<file path="config.mk">
export PLATFORM = sky130hd
export DESIGN_NAME = bfxp_seq
export DESIGN_NICKNAME = d
export VERILOG_FILES = /design/src/rtl/bfxp_pkg.sv /design/src/rtl/bfxp_rot.sv /design/src/rtl/bfxp_seq.sv
export SDC_FILE = /design/constraint.sdc
export NUM_CORES = 1
export LEC_CHECK = 0
export ABC_AREA = 1
export BUFFER_PORTS_ARGS = -buffer_cell sky130_fd_sc_hd__buf_2
export CAP_MARGIN = 20
export CORE_MARGIN = 3
export CORE_UTILIZATION = 32
export CTS_BUF_LIST = sky130_fd_sc_hd__clkbuf_8
export CTS_CLUSTER_SIZE = 12
export DETAILED_ROUTE_END_ITERATION = 8
export PLACE_DENSITY = 0.54
export SYNTH_ARGS = -nofsm -noshare
export SYNTH_HDL_FRONTEND = slang
export SYNTH_SLANG_ARGS = --single-unit
</file>
<file path="constraint.sdc">
create_clock -name clock -period 7.7 [get_ports clock]
set_input_delay 1.155 -clock clock [delete_from_list [all_inputs] [get_ports clock]]
set_output_delay 1.155 -clock clock [all_outputs]
set_load 0.05 [all_outputs]
</file>
<file path="src/rtl/bfxp_pkg.sv">
// Shared definitions for the bitfield extract-and-place unit: FSM encodings,
// default datapath width and the field-length mask helper.
package bfxp_pkg;

    localparam int XLEN_DEFAULT = 32;
    localparam int MAX_XLEN     = 64;

    localparam logic [1:0] ST_IDLE    = 2'd0;
    localparam logic [1:0] ST_EXTRACT = 2'd1;
    localparam logic [1:0] ST_PLACE   = 2'd2;
    localparam logic [1:0] ST_DONE    = 2'd3;

    typedef enum logic [1:0] {
        IDLE    = ST_IDLE,
        EXTRACT = ST_EXTRACT,
        PLACE   = ST_PLACE,
        DONE    = ST_DONE
    } state_t;

    // Mask of len ones starting at bit 0; len=0 yields an empty mask.
    function automatic logic [MAX_XLEN-1:0] lenmask(input int unsigned len);
        lenmask = (MAX_XLEN'(1) << len) - MAX_XLEN'(1);
    endfunction

endpackage

</file>
<file path="src/rtl/bfxp_rot.sv">
// Combinational XLEN-bit rotator; dir=0 rotates right, dir=1 rotates left.
module bfxp_rot #(
    parameter  int XLEN = 32,
    localparam int LOGX = $clog2(XLEN)
) (
    input  logic [XLEN-1:0] data,
    input  logic [LOGX-1:0] amount,
    input  logic            dir,
    output logic [XLEN-1:0] result
);

    logic [LOGX-1:0] right_amount;

    // A left rotate by n is a right rotate by (XLEN - n) mod XLEN, so one shifter serves both.
    assign right_amount = dir ? (LOGX'(0) - amount) : amount;
    assign result       = XLEN'({data, data} >> right_amount);

endmodule

</file>
<file path="src/rtl/bfxp_seq.sv">
// Multi-cycle handshaked bfxp/bfxpc execution unit: extracts len bits of rs1 at
// start and places them at dest, either merged into rs2 or over a zero background.
module bfxp_seq
    import bfxp_pkg::*;
#(
    parameter  int XLEN = XLEN_DEFAULT,
    localparam int LOGX = $clog2(XLEN)
) (
    input  logic            clock,
    input  logic            resetn,
    input  logic            in_valid,
    output logic            in_ready,
    input  logic [XLEN-1:0] in_rs1,
    input  logic [XLEN-1:0] in_rs2,
    input  logic [LOGX-1:0] in_start,
    input  logic [LOGX-1:0] in_len,
    input  logic [LOGX-1:0] in_dest,
    input  logic            in_bfxpc,
    output logic            out_valid,
    input  logic            out_ready,
    output logic [XLEN-1:0] out_rd
);

    state_t          state;
    logic [XLEN-1:0] rs1_q;
    logic [XLEN-1:0] rs2_q;
    logic [LOGX-1:0] start_q;
    logic [LOGX-1:0] len_q;
    logic [LOGX-1:0] dest_q;
    logic            bfxpc_q;
    logic [XLEN-1:0] field_q;

    logic [XLEN-1:0] rot_data;
    logic [LOGX-1:0] rot_amount;
    logic            rot_dir;
    logic [XLEN-1:0] rot_out;
    logic [XLEN-1:0] len_mask;
    logic [XLEN-1:0] src_mask;
    logic [XLEN-1:0] dst_mask;
    logic [XLEN-1:0] placed;
    logic [XLEN-1:0] merged;

    // Ready is held low during reset even though the state already reads IDLE.
    assign in_ready = (state == IDLE) && resetn;

    // The single rotator right-rotates rs1 in EXTRACT and left-rotates the field in PLACE.
    assign rot_data   = (state == PLACE) ? field_q : rs1_q;
    assign rot_amount = (state == PLACE) ? dest_q  : start_q;
    assign rot_dir    = (state == PLACE);

    bfxp_rot #(.XLEN(XLEN)) u_rot (
        .data   (rot_data),
        .amount (rot_amount),
        .dir    (rot_dir),
        .result (rot_out)
    );

    // Source bits beyond the top of rs1 must not wrap around into the field.
    assign len_mask = XLEN'(lenmask(32'(len_q)));
    assign src_mask = len_mask & ({XLEN{1'b1}} >> start_q);
    assign dst_mask = len_mask << dest_q;
    assign placed   = rot_out & dst_mask;
    assign merged   = bfxpc_q ? placed : ((rs2_q & ~dst_mask) | placed);

    always_ff @(posedge clock or negedge resetn) begin
        if (!resetn) begin
            state     <= IDLE;
            rs1_q     <= '0;
            rs2_q     <= '0;
            start_q   <= '0;
            len_q     <= '0;
            dest_q    <= '0;
            bfxpc_q   <= 1'b0;
            field_q   <= '0;
            out_valid <= 1'b0;
            out_rd    <= '0;
        end else begin
            case (state)
                IDLE: begin
                    if (in_valid) begin
                        rs1_q   <= in_rs1;
                        rs2_q   <= in_rs2;
                        start_q <= in_start;
                        len_q   <= in_len;
                        dest_q  <= in_dest;
                        bfxpc_q <= in_bfxpc;
                        state   <= EXTRACT;
                    end
                end
                EXTRACT: begin
                    field_q <= rot_out & src_mask;
                    state   <= PLACE;
                end
                PLACE: begin
                    out_rd    <= merged;
                    out_valid <= 1'b1;
                    state     <= DONE;
                end
                DONE: begin
                    if (out_ready) begin
                        out_valid <= 1'b0;
                        state     <= IDLE;
                    end
                end
                default: state <= IDLE;
            endcase
        end
    end

endmodule

</file>
==> flow_metrics.tcl, run 1 <==
set metrics [dict create \
    status "finished clean" \
    diodes 0 \
    max_stage_delay_ns 0.69 \
    die-width_um 191 \
    final_common_cell "nand2_1" \
    synth_top_flop_cell "dfrtp_1" \
    crit_top_cell "nand2_1" \
    ys_async_sr_fraction_pct 100 \
    critical_path.cell_chain "inv_1 > ha_4 > nand2_1 > o21ai_4 > buf_4 > inv_2 > ha_1 > xor2_1 > a21boi_4 > buf_4 > nand2_1 > o21ai_0 > o21ai_1 > o21ai_0 > nand3_1 > nand3_1 > nand2_1" \
    reg2reg_depth 17 \
    fmax_ghz 0.206 \
    gp_congestion 0.959 \
    dp_cells 2114 \
    final_cell_mix "508 x nand2_1, 224 x nand3_1, 147 x dfrtp_1" \
    routedWlPerCell_um 20.0 \
    period_minus_slack_ns 4.85 \
    hold_buffers 0 \
    fin_cells 2144 \
    cp_top_family "compound AO/OA/AOI/OAI gates" \
    clockBufferDepth 2 \
    netlist_area_mm2 0.0109 \
    avgSynthCellArea_um2 6.71 \
    rows 67 \
    worst_setup_path_end_kind "register" \
    ys_types 42 \
    r2r_setup_slack_ns 2.85 \
    syn_inst 1628 \
    worstPathArrival_ns 5.25 \
    via_count 11310 \
    r2r_end "out_rd[18]" \
    drt_iter0_drc 1290 \
    yosysTopAreaCell "dfrtp_1" \
    cts_tree "built" \
    hpwlAfterDp_um 33100 \
    cts-htree-levels 4 \
    grt_usage_pct 23.7 \
    clk_pin_slew_ns 0.09 \
    holdPathStages 2 \
    hold_ws_ns 0.480 \
    setup_viol 0 \
    initial_core_util_pct 32.5 \
    core_area_mm2 0.0336 \
    ios 118 \
    synth_edf_count 0 \
    syn_nets 1719 \
    die_area_mm2 0.0364 \
    crit_end "out_rd[18]" \
    ys_warn_count 0 \
    period_share_pct 63.0 \
    grt_max_degree 62 \
    grt_overflow 0 \
    grt_antenna_before_repair 1 \
    crit_start "state[0]" \
    postRouteAntennaNets 0 \
    crit_slowest_cell "o21ai_0" \
    fill_cells 3666 \
    slew_headroom_pct 29.7 \
    crit_buf_inv 4 \
    rsz0062_at_grt "false" \
    drive_gt1_share_pct 15.6 \
    crit_cells 17 \
    synth.area.top_cells "dfrtp_1 34%, nand2_1 17%, nand3_1 10%, mux2_2 6.6%, o21ai_0 6.0%" \
    synth_seq_cells 147 \
    cp-start-kind "register" \
    clock_sinks 147 \
    synth_top_cell_area_share_pct 33.7 \
    drt_first_pass_iters 5 \
    cts_resized 0 \
    yosysSeqAreaShare_pct 33.7 \
    syn2layout_area_growth_pct 11.6 \
    critPathKind "register to register" \
    first_global_vias 10826 \
    vias_per_cell 5.28 \
    fin_worst_skew_ns 0.0302 \
    cts_setup_buffers 0 \
    grt_pass1_wl_um 65100 \
    io_buffer_count 117 \
    tightest_slew_ns 1.05 \
    min_path_type "register to register" \
    cts_root_buf "clkbuf_8" \
    die_y_um 191 \
    crit_fanout 54 \
    drt_wl_total_um 42800 \
    fin_nets 1776 \
    numCtsBuffers 17 \
    slew_viol_final 0 \
    final_hold_viol_count 0 \
    cap_violations 0 \
    drc 0 \
    finalSetupTns_ns 0 \
    timing.rr.start "state[0]" \
    insertion_delay_ns 0.51 \
    cp.required_ns 8.10 \
]
[cells by family (layout without fill, tap and decap cells)]
kind of cell               count (synthesis)  after routing  synth area share (%)
DFF                                      147            147                  33.7
adders and majority gates                  7              7                 0.802
xor gates and xnor gates                   3              3                 0.241
muxes                                     86             86                  8.61
and+or+nand+nor                          870            870                  33.4
AOI/OAI and AO/OA                        285            285                  14.3
buffers and inverters                    230            298                  8.92
[per-stage QoR]
stage          area, µm²  utilization, %  worst slack [ns]
2_1_floorplan      10900               -              4.84
3_3_place_gp       11800            35.0              3.02
3_5_place_dp       11800            35.0              2.95
4_1_cts            12200            36.3              2.95
5_1_grt            12200            36.3              2.51
6_report           12200            36.3              2.85
[Yosys cell counts (all sizes together), types with 2 or more instances]
cell and number:
a31oi 3, o32ai 7, nor3 4, mux2 64
or2 2, ha 7, dfrtp 147, buf 74
mux2i 22, o21ai 200, o41ai 3, nand2 511
o22ai 19, nand3 227, nor2 111, inv 131
o311ai 2, nand4 13, o31ai 3, a21oi 43
clkbuf 25, xnor2 2
[layer usage]
metal	up-vias	share of wire [%]	GRT usage, %
li1	5503	-	-
met1	5374	46	32.9
met2	377	46	38.7
met3	56	5.5	3.18
met4	0	2.3	6.55
met5	-	0	0
[sequential cells by signal, summed over array words and instances, names as in the netlist, 2 cells and up]
register	flops
start_q	5
out_rd	32
rs2_q	32
rs1_q	32
dest_q	5
state	2
len_q	5
field_q	32
[worst register-to-register path, delay by kind of cell, from the launching register on]
| family | cells | cell delay, ns |
|---|---|---|
| compound gates | 5 | 1.64 |
| buf+inv | 4 | 1.18 |
| fa+ha+maj | 2 | 0.72 |
| simple gates | 5 | 0.64 |
| flops | 1 | 0.41 |
| xor+xnor | 1 | 0.17 |
[area by class of cell]
type,count,area (µm²),share of cell area [%]
multi-input cells,1251,6310,51.7
flip-flops and latches,147,3680,30.2
repair buffers,137,742,6.09
well taps,448,561,4.60
inverters,131,492,4.03
clock buffers,19,262,2.14
clock inverters,11,153,1.25
[worst min path at each step]
stage,slack [ns],from,to
3_5_place_dp,0.46,out_rd[27],out_rd[27]
5_1_grt,0.49,resetn,rs1_q[21]
2_1_floorplan,0.44,field_q[27],field_q[27]
3_3_place_gp,0.47,out_rd[27],out_rd[27]
4_1_cts,0.48,resetn,len_q[2]
6_report,0.48,field_q[31],field_q[31]
Power of run 1 is left out: the tool's default activity adds up to more than one toggle a clock period on the data nets, which glitch-free logic cannot reach.
==> run 2: changes to the inputs <==
clock period = 4.61 ns   (was 7.7 ns; I/O delays follow)
==> run 2 against run 1 <==
Against the previous run:
- first-iteration DRC count is 6.4% higher
- sequential share of layout area about the same
- flip-flop and latch count stayed put
- setup slack lost 2.1 ns
- hold slack worse by 0.41 ns
- critical path depth fell by 1
- critical endpoint is now out_rd[24]
- count of clock-buffer cells in the layout is 1 lower
- clock skew shrank 0.0096 ns
- maximum frequency is 24% higher
==> flow_metrics.tcl, run 2 (synthesis results as in run 1) <==
set metrics [dict create \
    crit_top_cell "nand2_1" \
    io_buffer_count 117 \
    diodes 0 \
    grt_usage_pct 23.8 \
    critical_path.cell_chain "inv_1 > ha_4 > nand2_1 > o21ai_4 > inv_2 > ha_1 > nand2_1 > o21ai_4 > buf_4 > mux2i_1 > o21ai_0 > o21ai_0 > mux2i_1 > nand2_1 > nand3_1 > nand2_1" \
    syn2layout_area_growth_pct 11.6 \
    min_path_type "input port to async pin" \
    cts-htree-levels 4 \
    cts_resized 0 \
    grt_antenna_before_repair 0 \
    hold_buffers 0 \
    gp_congestion 1.00 \
    crit_slowest_cell "mux2i_1" \
    seqCellArea_mm2 0.00368 \
    cts_tree "built" \
    reg2reg_depth 16 \
    cap_violations 0 \
    core_area_mm2 0.0336 \
    fin_worst_skew_ns 0.0205 \
    die_area_mm2 0.0364 \
    routedWlPerCell_um 19.9 \
    rsz0062_at_grt "false" \
    crit_fanout 41 \
    slew_viol_final 0 \
    final_cell_mix "508 x nand2_1, 224 x nand3_1, 147 x dfrtp_1" \
    drt_first_pass_iters 8 \
    final_common_cell "nand2_1" \
    die-width_um 191 \
    numCtsBuffers 17 \
    ios 118 \
    initial_core_util_pct 32.5 \
    fill_cells 3723 \
    setup_viol 0 \
    cp.required_ns 5.01 \
    drt_iter0_drc 1373 \
    fin_nets 1781 \
    cp_top_family "compound AO/OA/AOI/OAI gates" \
    clk_pin_slew_ns 0.09 \
    vias_per_cell 5.26 \
    cts_root_buf "clkbuf_8" \
    worst_setup_path_end_kind "register" \
    cts_setup_buffers 0 \
    insertion_delay_ns 0.51 \
    grt_pass1_wl_um 65300 \
    fmax_ghz 0.256 \
    max_stage_delay_ns 0.57 \
    finalSetupTns_ns 0 \
    period_minus_slack_ns 3.90 \
    drive_gt1_share_pct 15.9 \
    grt_overflow 0 \
    drt_wl_total_um 42800 \
    clock_sinks 147 \
    critPathKind "register to register" \
    clockBufferDepth 2 \
    postRouteAntennaNets 0 \
    via_count 11317 \
    worstPathArrival_ns 4.31 \
    tightest_slew_ns 0.932 \
    first_global_vias 10985 \
    final_hold_viol_count 0 \
    status "finished clean" \
    hpwlAfterDp_um 33100 \
    crit_buf_inv 3 \
    die_y_um 191 \
    slew_headroom_pct 37.8 \
    rows 67 \
    cp-start-kind "register" \
    period_share_pct 84.7 \
    multi_input_area_mm2 0.00631 \
    crit_cells 16 \
    drc 0 \
    grt_max_degree 70 \
]
[run 2: routing by layer]
layer / part of all wire (%) / track usage, % / vias to the layer above / wire (µm)
li1: - / - / 5527 / -
met1: 46 / 32.9 / 5338 / 19500
met2: 46 / 38.3 / 386 / 19700
met3: 5.6 / 3.58 / 66 / 2400
met4: 2.8 / 7.54 / 0 / 1180
met5: 0 / 0 / - / 0
[run 2: final timing paths]
kind / end / slack, ns / start
max: out_rd[24] / 0.71 / state[0]
min in group clock: rs2_q[13] / 0.41 / in_rs2[13]
max in group asynchronous: out_rd[10] / 3.40 / resetn
max reg2reg: out_rd[24] / 0.71 / state[0]
min reg2reg: out_rd[16] / 0.49 / out_rd[16]
min: field_q[26] / 0.07 / resetn
[run 2: cell type report]
type / instances / share of cell area [%]
inverters: 131 / 4.03
flip-flops and latches: 147 / 30.2
clock inverters: 13 / 1.04
clock buffers: 18 / 2.03
well taps: 448 / 4.60
multi-input cells: 1251 / 51.7
repair buffers: 142 / 6.39
[run 2: through the flow]
step	hold slack, ns	setup slack (ns)	cell area (µm²)	std cells	util (%)
global placement	0.465	0.801	11800	2119	35.2
CTS	0.0679	0.744	12200	2150	36.3
finish	0.0690	0.706	12200	2150	36.3
global route	0.0721	0.409	12200	2150	36.3
detailed placement	0.470	0.754	11800	2119	35.2
floorplan	0.396	1.75	10900	1628	-
Power of run 2 is left out for the same reason.
